==> src/rtl/toggle_detect_w32.sv <==
// Per-bit toggle detector feeding the 32-bit toggle-coverage reporter.
// Optional build macro TOGGLE_DEDUP_EN: pulse each bit only on its first completed toggle.
module toggle_detect_w32 #(
    parameter int WIDTH  = 32,
    parameter int WARMUP = 2,
    parameter int CNT_W  = 16
) (
    input  logic             clock,
    input  logic             reset,
    input  logic [WIDTH-1:0] signal,
    input  logic             clear,
    output logic [WIDTH-1:0] valid,
    output logic [WIDTH-1:0] covered,
    output logic [CNT_W-1:0] hit_count,
    output logic             all_covered
);

    localparam int PC_W  = $clog2(WIDTH + 1);
    localparam int SUM_W = CNT_W + PC_W;
    localparam int WC_W  = (WARMUP > 0) ? $clog2(WARMUP + 1) : 1;

    function automatic logic [PC_W-1:0] popcount(input logic [WIDTH-1:0] v);
        logic [PC_W-1:0] c;
        c = {PC_W{1'b0}};
        for (int i = 0; i < WIDTH; i++) begin
            c = c + PC_W'(v[i]);
        end
        return c;
    endfunction

    logic [WIDTH-1:0] prev_r;
    logic             armed_r;
    logic [WC_W-1:0]  warm_cnt_r;
    logic [WIDTH-1:0] rise_seen_r;
    logic [WIDTH-1:0] fall_seen_r;
    logic [WIDTH-1:0] covered_r;
    logic [WIDTH-1:0] valid_r;
    logic [CNT_W-1:0] hit_count_r;
    logic             all_covered_r;

    logic [WIDTH-1:0] gate_s;
    logic [WIDTH-1:0] rise_s;
    logic [WIDTH-1:0] fall_s;
    logic [WIDTH-1:0] done_s;
    logic [WIDTH-1:0] rise_seen_nx_s;
    logic [WIDTH-1:0] fall_seen_nx_s;
    logic [SUM_W-1:0] sum_s;
    logic [CNT_W-1:0] hit_count_nx_s;

    // Edge detection, toggle completion and saturating count update.
    always_comb begin
        gate_s         = {WIDTH{1'b1}};
        rise_s         = {WIDTH{1'b0}};
        fall_s         = {WIDTH{1'b0}};
        done_s         = {WIDTH{1'b0}};
        rise_seen_nx_s = rise_seen_r;
        fall_seen_nx_s = fall_seen_r;
        sum_s          = {SUM_W{1'b0}};
        hit_count_nx_s = hit_count_r;
`ifdef TOGGLE_DEDUP_EN
        // Once a bit is covered its edges are ignored entirely.
        gate_s = ~covered_r;
`else
        gate_s = {WIDTH{1'b1}};
`endif
        if (armed_r) begin
            rise_s = ~prev_r & signal & gate_s;
            fall_s = prev_r & ~signal & gate_s;
        end else begin
            rise_s = {WIDTH{1'b0}};
            fall_s = {WIDTH{1'b0}};
        end
        done_s         = (rise_seen_r | rise_s) & (fall_seen_r | fall_s);
        rise_seen_nx_s = (rise_seen_r | rise_s) & ~done_s;
        fall_seen_nx_s = (fall_seen_r | fall_s) & ~done_s;
        sum_s          = SUM_W'(hit_count_r) + SUM_W'(popcount(done_s));
        if (sum_s > SUM_W'({CNT_W{1'b1}})) begin
            hit_count_nx_s = {CNT_W{1'b1}};
        end else begin
            hit_count_nx_s = sum_s[CNT_W-1:0];
        end
    end

    // Sample history and warm-up sequencing; clear leaves these alone.
    always_ff @(posedge clock) begin
        if (reset) begin
            prev_r     <= {WIDTH{1'b0}};
            armed_r    <= 1'b0;
            warm_cnt_r <= WC_W'(WARMUP);
        end else begin
            prev_r <= signal;
            if (warm_cnt_r != {WC_W{1'b0}}) begin
                warm_cnt_r <= warm_cnt_r - WC_W'(1);
                armed_r    <= armed_r;
            end else begin
                warm_cnt_r <= warm_cnt_r;
                armed_r    <= 1'b1;
            end
        end
    end

    // Coverage state and registered outputs.
    always_ff @(posedge clock) begin
        if (reset) begin
            rise_seen_r   <= {WIDTH{1'b0}};
            fall_seen_r   <= {WIDTH{1'b0}};
            covered_r     <= {WIDTH{1'b0}};
            valid_r       <= {WIDTH{1'b0}};
            hit_count_r   <= {CNT_W{1'b0}};
            all_covered_r <= 1'b0;
        end else if (clear) begin
            rise_seen_r   <= {WIDTH{1'b0}};
            fall_seen_r   <= {WIDTH{1'b0}};
            covered_r     <= {WIDTH{1'b0}};
            valid_r       <= {WIDTH{1'b0}};
            hit_count_r   <= {CNT_W{1'b0}};
            all_covered_r <= 1'b0;
        end else begin
            rise_seen_r   <= rise_seen_nx_s;
            fall_seen_r   <= fall_seen_nx_s;
            covered_r     <= covered_r | done_s;
            valid_r       <= done_s;
            hit_count_r   <= hit_count_nx_s;
            all_covered_r <= &covered_r;
        end
    end

    assign valid       = valid_r;
    assign covered     = covered_r;
    assign hit_count   = hit_count_r;
    assign all_covered = all_covered_r;

endmodule

==> config.mk <==
export PLATFORM = sky130hd
export DESIGN_NAME = toggle_detect_w32
export DESIGN_NICKNAME = d
export VERILOG_FILES = /design/src/rtl/toggle_detect_w32.sv
export SDC_FILE = /design/constraint.sdc
export NUM_CORES = 1
export LEC_CHECK = 0
export BUFFER_PORTS_ARGS = -buffer_cell sky130_fd_sc_hd__buf_4
export CORE_MARGIN = 3
export CORE_UTILIZATION = 52
export DETAILED_ROUTE_END_ITERATION = 7
export PLACE_DENSITY = 0.74
export SKIP_CTS_REPAIR_TIMING = 1
export SLEW_MARGIN = 20
export SYNTH_ARGS = -nofsm -noshare
export SYNTH_HDL_FRONTEND = slang
export SYNTH_SLANG_ARGS = --single-unit
==> constraint.sdc <==
create_clock -name clock -period 6.06 [get_ports clock]
set_input_delay 1.212 -clock clock [delete_from_list [all_inputs] [get_ports clock]]
set_output_delay 1.212 -clock clock [all_outputs]
set_load 0.01 [all_outputs]
Yosys cells after proc, flatten, opt, wreduce, memory -nomap -nowiden
Cells that the tools add are included.

operators by class
  add/subtract/negate cells = 33
  bitwise logic cells = 11
  $lt $le $gt $ge = 1
  reduce and logical (&&, ||, !) cells = 3
  multiplexer cells = 3

operators with widths
  cell                                                                    count
  32-bit bitwise AND                                                      5
  6-bit by 1-bit adder with 6-bit output                                  26
  32-bit NOT                                                              3
  32-bit OR                                                               3
  32-bit two-way mux                                                      2
  32-bit AND reduction                                                    1
  16-bit by 6-bit adder with 17-bit output                                1
  17-bit by 16-bit > comparator with 1-bit output, second input constant  1
  16-bit two-way mux                                                      1
  5-bit by 1-bit adder with 6-bit output                                  1
  4-bit by 1-bit adder with 5-bit output                                  1
  3-bit by 1-bit adder with 4-bit output                                  1
  2-bit by 1-bit adder with 3-bit output                                  1
  1-bit by 1-bit adder with 2-bit output                                  1
  2-bit nonzero test                                                      1
  2-bit OR reduction                                                      1
  2-bit by 1-bit subtractor with 2-bit output, second input constant      1

storage, ports and cells
  logic and storage cells = 60
  input port bits = 35
  output and inout port bits = 81
  flip-flop bits (word level) = 180

Depth between registers and ports, before layout
Gate-level depths: netlist of the first run.

  word-level depth = 39
  mapped depth = 20
  gate-level depth less buffers = 19

Least setup slack after synthesis of the first run
No wires, ideal clock.

  kind = input-to-reg
  start = in signal[2]
  end = reg hit_count_r[10], in the netlist hit_count[10]
  buffers on the path = 0
  stages = 17
  path slack = -0.214 ns
  arrival time = 6.183 ns
  required time = 5.969 ns
  library setup time = 0.091 ns
  path through = nand3b_1 > o21ai_0 > a22o_1 > fa_1 > inv_1 > fa_1 > fa_1 > fa_1 > fa_1 > fa_1 > fa_1 > fa_1 > nand2b_1 > a21o_1 > a211oi_2 > a21oi_1 > a311oi_1

between the ends
  longest elaborated chain between the ends = 38
  elaborated cells on any way between the ends = 41
  classes of those cells = add/sub (31); order compare (1); mux (3); bitwise (6)

ends and longest elaborated chain
  item                                                      line  text
  from (decl)                                               10    input logic [WIDTH-1:0] signal,
  32-bit NOT                                                68    fall_s = prev_r & ~signal & gate_s;
  32-bit bitwise AND                                        68
  32-bit two-way mux                                        66    if (armed_r) begin
  32-bit OR                                                 73    done_s = (rise_seen_r | rise_s) & (fall_seen_r | fall_s);
  32-bit bitwise AND (*)                                    73
  named net done_s[2]                                       44    logic [WIDTH-1:0] done_s;
  2-bit by 1-bit adder with 3-bit output (*)                26    c = c + PC_W'(v[i]);
  3-bit by 1-bit adder with 4-bit output (*)                26
  4-bit by 1-bit adder with 5-bit output (*)                26
  5-bit by 1-bit adder with 6-bit output (*)                26
  6-bit by 1-bit adder with 6-bit output (*) (26 in a row)  26
  16-bit by 6-bit adder with 17-bit output (*)              76    sum_s = SUM_W'(hit_count_r) + SUM_W'(popcount(done_s));
  17-bit by 16-bit > comparator with 1-bit output           77    if (sum_s > SUM_W'({CNT_W{1'b1}})) begin
  16-bit two-way mux (*)                                    77
  to (signal assigned)                                      109   hit_count_r <= {CNT_W{1'b0}};
  to (signal assigned)                                      116   hit_count_r <= {CNT_W{1'b0}};
  to (signal assigned)                                      123   hit_count_r <= hit_count_nx_s;
  to (decl)                                                 38    logic [CNT_W-1:0] hit_count_r;

The timed path passes the listed nets; every way through them passes the cells marked *.
A chain may end at the register's enable or synchronous reset.

Worst setup path in the final report of the first run
  start = in signal[16]
  end = reg hit_count_r[15], in the netlist hit_count[15]

between the ends
  longest elaborated chain between the ends = 24
  elaborated cells on any way between the ends = 27
  classes of those cells = add/sub (17); order compare (1); mux (3); bitwise (6)

ends and longest elaborated chain
  item                                                      line
  32-bit NOT                                                68
  32-bit bitwise AND                                        68
  32-bit two-way mux                                        66
  32-bit OR                                                 73
  32-bit bitwise AND (*)                                    73
  6-bit by 1-bit adder with 6-bit output (*) (16 in a row)  26
  16-bit by 6-bit adder with 17-bit output (*)              76
  17-bit by 16-bit > comparator with 1-bit output           77
  16-bit two-way mux (*)                                    77

Mark *: on every way between the ends. The rest lies on a longest branch, timed or not.

==> out/metrics.yaml, run 1 <==
status: "complete, but fails checks"
violations: "negative setup slack"
critPathSlowestCell: "fa_1"
clock_sinks: 180
r2r-start: "armed_r"
finalMaxSlewViolations: 0
fmax_ghz: 0.1649
crit_buf_inv: 1
yosysSeqAreaShare_pct: 44.68
htreeDepth: 4
die_area_um2: 17040
fin_area_um2: 10180
grt_pass1_vias: 5966
pin_count: 116
cts_buffers: 17
place_congestion: 0.8397
grt-busiest-layer: "met2"
powerDensity_nw_per_um2: 268.7
drt_first_pass_iters: 6
grt_use_met2_pct: 33.74
critPathArrivalTime_ns: 6.41
crit_path_max_fanout: 4
ir_drop_v: 0.0002148
syn_area_um2: 8065
cp_cell_sequence: "buf_4 > nand3b_1 > o21ai_2 > a22oi_2 > fa_1 > fa_1 > fa_1 > fa_1 > fa_1 > fa_1 > fa_2 > fa_2 > nand2b_4 > a21o_4 > a211oi_4 > nor4b_1 > a211oi_1"
grt.overflow.total: 0
dr.first_iter.drc_count: 485
syn-num-nets: 1003
dpl_worst_slack_ns: -0.5804
die_w_um: 130.5
grt_use_total_pct: 21.58
clk_latency_ns: 0.43
diodes: 0
clk_pin_slew_worst_paths_ns: 0.06
cpMostUsedCell: "fa_1"
place_area_um2: 9450
worstPathRequired_ns: 6.40
rsz0062_at_grt: "true"
yosysWarnings: 0
synthFlopType: "dfxtp_1"
critPathTopFamily: "adder cells"
hold_viol: 0
tritoncts: "yes"
setup.worst_path.end_class: "flop"
drive_gt1_share_pct: 20.92
wl_per_cell_um: 14.48
synth.distinct_cells: 47
min_period_over_period_pct: 100.1
start_kind: "primary input"
area_delta_synth_final_pct: 26.17
p_leak_nw: 3.828
final_common_cell: "dfxtp_1"
final.min_clock_period_ns: 6.065
grtUsageMet1_pct: 29.70
antenna_found_initial: 0
portBuffers: 115
dp_hpwl_um: 12940
worstMarginPinSlew_ns: 0.7036
fin_ws_ns: -0.004666
mostFrequentLayoutCells: "dfxtp_1, buf_4, nand2_1, a21oi_1, inv_1"
maxCapViolCount: 0
path_class: "in -> reg"
rows: 44
ys_async_sr_fraction_pct: 0
ys_ff_latch: 180
grt_pass1_wl_um: 29260
viasPerCell: 5.400
vias: 6852
min_path_type: "reg -> reg"
finalClockSkew_ns: 0.01346
holdCritStartpoint: "covered[8]"
cts-root-buf: "clkbuf_16"
cpPeakStageDelay_ns: 0.56
initial_core_util_pct: 54.26
clock_path_buffers: 2
post-route-drc-count: 0
die_h_um: 130.5
fin_tns_setup_ns: -0.004666
syn_avg_cell_area_um2: 8.710
use_met3_pct: 5.447
setup_viol: 1
antenna_left: 0
grt_max_degree: 49
core_area_um2: 14860
fin_nets: 1150
synth_cells: 926
crit_start: "signal[16]"
relSlewSlack_pct: 52.81
wl_um: 18380
synth_edf_count: 0
-- Yosys cell counts (all sizes together), types with 2 or more instances --
library cell	count	area, µm²
dfxtp	180	3603
nand2	120	450.4
a21oi	85	429.2
inv	74	277.8
nor2	56	210.2
nor2b	55	344.1
o21ai	46	230.2
a211oi	38	290.3
o22ai	33	206.5
a22oi	27	202.7
fa	26	520.5
nor3b	23	172.7
nand2b	22	137.6
nand3b	22	165.2
clkbuf	20	75.07
ha	16	200.2
buf	15	75.07
nor3	11	55.05
nand4	8	50.05
and2	6	37.54
a22o	5	43.79
a21o	4	30.03
a31oi	4	25.02
xnor2	4	35.03
xor2	4	35.03
and3	2	12.51
nor4	2	12.51
o211ai	2	15.01
or2	2	12.52
or3	2	12.51
-- worst paths after layout --
kind	slack, ns	endpoint	depth (start not counted)
worst max register to register	0.38	hit_count[15]	15
worst min register to register	0.47	covered[8]	2
worst min-delay path	0.47	covered[8]	2
worst max-delay path	-0.005	hit_count[15]	17
-- metrics by stage --
stage                     power [mW]  std cells  util [%]  hold WS (ns)
after global routing           2.852       1269     68.46        0.4846
after detailed placement       1.642       1233     63.58        0.4576
final                          2.734       1269     68.46        0.4663
after global placement         1.634       1233     63.58        0.4494
after CTS                      2.751       1264     67.60        0.4666
after floorplan                1.524        926         -        0.4592
-- registers in the layout, indices dropped and copies added (netlist names), 2 cells and up --
signal       flops
covered         32
valid           32
prev_r          32
warm_cnt_r       2
hit_count       16
fall_seen_r     32
rise_seen_r     32
-- report_power, final --
group | total [mW] | internal, mW | switching [mW]
clock network | 1.11 | 0.661 | 0.451
registers | 1.28 | 1.22 | 0.0580
logic | 0.342 | 0.159 | 0.183
-- tightest hold or removal path, cell delays in order (launching register included) --
cell and delay [ns]:
dfxtp_1 0.32, inv_1 0.05, a21oi_1 0.05
-- logic make-up after synthesis --
logic type,after synthesis,synth area share (%)
mux,1,0.1241
fa+ha+maj,42,8.936
flops,180,44.68
simple gates,337,21.33
xor+xnor,8,0.8687
compound gates,249,18.76
buf+inv,109,5.306
-- area by class of cell --
type | instances | area [µm²]
well taps | 184 | 230.2
clock buffers | 24 | 501.7
multi-input cells | 637 | 4192
clock inverters | 7 | 96.34
repair buffers | 163 | 1271
fillers | 1239 | 4688
inverters | 74 | 277.8
flip-flops and latches | 180 | 3607
-- routing by layer --
| layer | wire (µm) | vias up |
|---|---|---|
| li1 | - | 3476 |
| met1 | 8458 | 3204 |
| met2 | 8739 | 154 |
| met3 | 948 | 18 |
| met4 | 230 | 0 |
| met5 | 0 | - |
Power figures use the tool's default switching activity.
==> run 2: changes to the inputs <==
Settings changed: CORE_MARGIN 3 to 2, SETUP_SLACK_MARGIN set to 0.2.
==> out/metrics.yaml, run 2 (synthesized netlist as in run 1, its figures left out) <==
status: "complete, but fails checks"  # unchanged
violations: "negative setup slack"  # unchanged
holdCritStartpoint: "covered[25]"  # was covered[8]
area_delta_synth_final_pct: 25.85  # was 26.17%
pin_count: 116  # unchanged
post-route-drc-count: 0  # unchanged
clk_latency_ns: 0.43  # about the same
place_congestion: 0.8226  # was 0.8397
antenna_found_initial: 0  # unchanged
diodes: 0  # unchanged
wl_per_cell_um: 14.59  # was 14.48 µm
final_common_cell: "dfxtp_1"  # unchanged
p_total_mw: 2.718  # was 2.734 mW
worstMarginPinSlew_ns: 1.037  # was 0.7036 ns
grt_pass1_wl_um: 30240  # was 29260 µm
rsz0062_at_grt: "true"  # unchanged
cts-root-buf: "clkbuf_16"  # unchanged
critPathSlowestCell: "fa_1"  # unchanged
fin_tns_setup_ns: -0.4200  # was -0.004666 ns
finalClockSkew_ns: 0.01010  # was 0.01346 ns
r2r-start: "armed_r"  # unchanged
dr.first_iter.drc_count: 389  # was 485
grt_pass1_vias: 6270  # was 5966
seq_power_share_pct: 47.2  # was 46.8%
htreeDepth: 4  # unchanged
drive_gt1_share_pct: 21.05  # was 20.92%
cpMostUsedCell: "fa_1"  # unchanged
final.min_clock_period_ns: 6.193  # was 6.065 ns
grt_use_total_pct: 23.04  # was 21.58%
drt_first_pass_iters: 5  # was 6
p_switching_uw: 693.0  # was 692.6 µW
cts_buffers: 17  # unchanged
fmax_ghz: 0.1615  # was 0.1649 GHz
hold_viol: 0  # unchanged
crit_end: "hit_count[8]"  # was hit_count[15]
antenna_left: 0  # unchanged
power_frac_comb_pct: 12.3  # was 12.5%
ir_drop_v: 0.0002111  # was 0.0002148 V
grt.overflow.total: 0  # unchanged
clock_sinks: 180  # unchanged
clk_pin_slew_worst_paths_ns: 0.06  # about the same
start_kind: "primary input"  # unchanged
p_int_mw: 2.025  # was 2.042 mW
worstPathRequired_ns: 6.35  # was 6.40 ns
dpl_worst_slack_ns: -0.5954  # was -0.5804 ns
tritoncts: "yes"  # unchanged
core_area_um2: 15200  # was 14860 µm²
portBuffers: 115  # unchanged
r2r-end: "hit_count[8]"  # was hit_count[15]
die_w_um: 128.5  # was 130.5 µm
wl_um: 18620  # was 18380 µm
vias: 6903  # was 6852
cp_cell_sequence: "buf_4 > nand3b_1 > o21ai_0 > a22oi_2 > fa_1 > fa_1 > fa_1 > fa_1 > fa_2 > fa_1 > fa_2 > fa_2 > nand2b_4 > a21o_4 > a211oi_4 > buf_4 > a21o_1 > a21oi_2"  # was buf_4 > nand3b_1 > o21ai_2 > a22oi_2 > fa_1 > fa_1 > fa_1 > fa_1 > fa_1 > fa_1 > fa_2 > fa_2 > nand2b_4 > a21o_4 > a211oi_4 > nor4b_1 > a211oi_1
clock_path_buffers: 2  # unchanged
switching_share_pct: 25.49  # was 25.33%
fin_cells: 1276  # was 1269
initial_core_util_pct: 53.05  # was 54.26%
min_period_over_period_pct: 102.2  # was 100.1%
p_leak_nw: 3.827  # was 3.828 nW
dp.cells: 1241  # was 1233
fin_area_um2: 10150  # was 10180 µm²
viasPerCell: 5.410  # was 5.400
fin_ws_ns: -0.1331  # was -0.004666 ns
crit_start: "signal[26]"  # was signal[16]
setup.worst_path.end_class: "flop"  # unchanged
fin_nets: 1153  # was 1150
maxCapViolCount: 0  # unchanged
die_h_um: 128.5  # was 130.5 µm
finalMaxSlewViolations: 0  # unchanged
setup_viol: 13  # was 1
crit_path_max_fanout: 4  # unchanged
mostFrequentLayoutCells: "dfxtp_1, buf_4, nand2_1, a21oi_1, inv_1"  # unchanged
critPathArrivalTime_ns: 6.49  # was 6.41 ns
relSlewSlack_pct: 30.84  # was 52.81%
path_class: "in -> reg"  # unchanged
reg2reg_depth: 16  # was 15
die_area_um2: 16520  # was 17040 µm²
place_area_um2: 9473  # was 9450 µm²
reg2reg_slack_ns: 0.24  # was 0.38 ns
clockPowerShare_pct: 40.5  # was 40.7%
rows: 45  # was 44
cpPeakStageDelay_ns: 0.54  # was 0.56 ns
grt_max_degree: 92  # was 49
min_path_type: "reg -> reg"  # unchanged
powerDensity_nw_per_um2: 267.8  # was 268.7 nW/µm²
dp_hpwl_um: 12660  # was 12940 µm
==> run 2: worst max-delay path: cells and delay by family <==
kind / cells / cell delay, ns
compound gates: 6 / 1.03
simple gates: 2 / 0.24
buf+inv: 2 / 0.25
fa+ha+maj: 8 / 3.73
==> run 2: worst min-delay path by stage <==
stage	to	slack [ns]	depth (start not counted)
6_report	covered[25]	0.46	2
3_5_place_dp	covered[25]	0.46	2
4_1_cts	covered[25]	0.47	2
5_1_grt	covered[24]	0.48	2
3_3_place_gp	covered[8]	0.45	2
2_1_floorplan	fall_seen_r[13]	0.46	1
==> run 2: final cells by class <==
type | count | area (µm²)
multi-input cells | 637 | 4174
clock inverters | 7 | 97.59
fillers | 1251 | 5052
flip-flops and latches | 180 | 3607
well taps | 188 | 235.2
inverters | 74 | 277.8
clock buffers | 24 | 491.7
repair buffers | 166 | 1266
==> run 2: power groups by stage <==
stage | Sequential, mW | Clock (mW) | Combinational, mW
after CTS | 1.28 | 1.12 | 0.332
after global routing | 1.29 | 1.17 | 0.376
after floorplan | 1.28 | 0 | 0.249
after global placement | 1.30 | 0 | 0.319
final | 1.28 | 1.10 | 0.333
after detailed placement | 1.31 | 0 | 0.328
==> run 2: metal layers <==
metal  GRT usage [%]  vias to the layer above  wire (µm)
met5               0                        -          0
met4           7.289                        0        274
met3           5.530                       22        938
met2           37.61                      160       8755
met1           30.44                     3241       8648
li1                -                     3480          -
==> run 2: through the flow <==
stage / util (%) / hold slack (ns)
detailed placement: 62.31 / 0.4559
CTS: 66.19 / 0.4651
global route: 66.77 / 0.4839
global placement: 62.31 / 0.4505
finish: 66.77 / 0.4635
floorplan: - / 0.4592
==> run 3: changes to the inputs <==
Settings changed: CELL_PAD_IN_SITES_DETAIL_PLACEMENT set to 2, CELL_PAD_IN_SITES_GLOBAL_PLACEMENT set to 2, CORE_UTILIZATION 52 to 31, PLACE_DENSITY 0.74 to 0.73.
==> out/metrics.yaml, run 3 (synthesized netlist as in run 1, its figures left out) <==
portBuffers: 115  # unchanged
clk_pin_slew_worst_paths_ns: 0.07  # was 0.06 ns
fmax_ghz: 0.1628  # was 0.1615 GHz
antenna_found_initial: 0  # unchanged
route.met3.wl_um: 737  # was 938 µm
grt_use_total_pct: 19.05  # was 23.04%
m1WireLength_um: 11440  # was 8648 µm
vias: 7163  # was 6903
worstMarginPinSlew_ns: 0.6934  # was 1.037 ns
wl_per_cell_um: 17.52  # was 14.59 µm
drt_first_pass_iters: 5  # unchanged
fin_ws_ns: -0.08323  # was -0.1331 ns
highest_layer: "met4"  # unchanged
critPathArrivalTime_ns: 6.49  # about the same
cpMostUsedCell: "fa_1"  # unchanged
grt_max_degree: 86  # was 92
grt_pass1_vias: 7744  # was 6270
critPathSlowestCell: "fa_1"  # unchanged
area_delta_synth_final_pct: 28.95  # was 25.85%
final_common_cell: "dfxtp_1"  # unchanged
clock_sinks: 180  # unchanged
fin_nets: 1155  # was 1153
die_w_um: 165.3  # was 128.5 µm
dp.cells: 1391  # was 1241
finalClockSkew_ns: 0.01754  # was 0.01010 ns
htreeDepth: 4  # unchanged
pin_count: 116  # unchanged
viasPerCell: 5.023  # was 5.410
rows: 59  # was 45
grt.overflow.total: 0  # unchanged
dp_hpwl_um: 17760  # was 12660 µm
worstPathRequired_ns: 6.41  # was 6.35 ns
fin_cells: 1426  # was 1276
drive_gt1_share_pct: 21.72  # was 21.05%
die_h_um: 165.3  # was 128.5 µm
tritoncts: "yes"  # unchanged
cts_buffers: 17  # unchanged
cp_cell_sequence: "buf_4 > nand3b_1 > o21ai_2 > a22oi_2 > fa_1 > fa_1 > fa_1 > fa_1 > fa_1 > fa_1 > fa_2 > fa_2 > nand2b_4 > a21o_4 > a211oi_4 > nor4b_2 > a211oi_1"  # was buf_4 > nand3b_1 > o21ai_0 > a22oi_2 > fa_1 > fa_1 > fa_1 > fa_1 > fa_2 > fa_1 > fa_2 > fa_2 > nand2b_4 > a21o_4 > a211oi_4 > buf_4 > a21o_1 > a21oi_2
hold_viol: 0  # unchanged
setup_viol: 3  # was 13
clk_latency_ns: 0.45  # was 0.43 ns
dr_wl_met2_um: 12580  # was 8755 µm
p_leak_nw: 3.842  # was 3.827 nW
ir_drop_v: 0.0001645  # was 0.0002111 V
finalMaxSlewViolations: 0  # unchanged
core_area_um2: 25760  # was 15200 µm²
place_area_um2: 9704  # was 9473 µm²
path_class: "in -> reg"  # unchanged
cpPeakStageDelay_ns: 0.56  # was 0.54 ns
holdWs_ns: 0.4689  # was 0.4635 ns
crit_path_max_fanout: 4  # unchanged
rsz0062_at_grt: "true"  # unchanged
cts-root-buf: "clkbuf_16"  # unchanged
status: "complete, but fails checks"  # unchanged
maxCapViolCount: 0  # unchanged
post-route-drc-count: 0  # unchanged
dr.first_iter.drc_count: 366  # was 389
min_period_over_period_pct: 101.4  # was 102.2%
critPathTopFamily: "adder cells"  # unchanged
place_congestion: 0.7481  # was 0.8226
crit_buf_inv: 1  # was 2
antenna_left: 0  # unchanged
diodes: 0  # unchanged
violations: "negative setup slack"  # unchanged
clock_path_buffers: 2  # unchanged
wl_um: 24990  # was 18620 µm
grt_pass1_wl_um: 40730  # was 30240 µm
powerDensity_nw_per_um2: 268.9  # was 267.8 nW/µm²
setup.worst_path.end_class: "flop"  # unchanged
start_kind: "primary input"  # unchanged
relSlewSlack_pct: 53.77  # was 30.84%
initial_core_util_pct: 31.30  # was 53.05%
final.min_clock_period_ns: 6.143  # was 6.193 ns
fin_tns_setup_ns: -0.1168  # was -0.4200 ns
mostFrequentLayoutCells: "dfxtp_1, buf_4, nand2_1, a21oi_1, inv_1"  # unchanged
min_path_type: "reg -> reg"  # unchanged
die_area_um2: 27320  # was 16520 µm²
fin_area_um2: 10400  # was 10150 µm²
-- run 3: final timing paths --
path,start,end,slack [ns],depth (start not counted)
worst max-delay path,signal[26],hit_count[15],-0.08,17
worst max register to register,armed_r,hit_count[15],0.27,15
worst min-delay path,covered[1],covered[1],0.47,2
worst min register to register,covered[1],covered[1],0.47,2
-- run 3: routing by layer --
layer,vias to the layer above,track usage (%)
li1,3480,-
met1,3578,23.63
met2,90,34.30
met3,15,3.322
met4,0,4.585
met5,-,0
-- run 3: worst register-to-register path, stage by stage, from the launching register on --
cell      delay (ns)
dfxtp_4         0.53
buf_12          0.25
a22oi_2         0.13
fa_1            0.62
fa_1            0.45
fa_1            0.51
fa_1            0.43
fa_1            0.56
fa_1            0.45
fa_2            0.38
fa_2            0.36
nand2b_4        0.16
a21o_4          0.22
a211oi_4        0.30
nor4b_2         0.09
a211oi_1        0.26
-- run 3: stage by stage --
step           setup slack (ns)  power [mW]  util, %
2_1_floorplan          -0.09871       1.524        -
3_3_place_gp            -0.6032       1.653    37.67
3_5_place_dp            -0.7464       1.671    37.67
4_1_cts                 -0.3264       2.840    39.96
5_1_grt                 -0.2802       2.942    40.37
6_report               -0.08323       2.797    40.37
-- run 3: power breakdown --
| group | total, mW | internal, mW | switching (mW) |
|---|---|---|---|
| Combinational | 0.371 | 0.161 | 0.209 |
| Sequential | 1.28 | 1.22 | 0.0578 |
| Clock | 1.15 | 0.627 | 0.521 |
| Total | 2.80 | 2.01 | 0.788 |
-- run 3: area by class of cell --
type / instances / area, µm²
fill: 2923 / 15360
clock buffer: 19 / 442.9
tap: 335 / 419.2
sequential: 180 / 3607
clock inverter: 13 / 148.9
timing repair buffer: 168 / 1318
multi-input combinational: 637 / 4187
inverter: 74 / 277.8
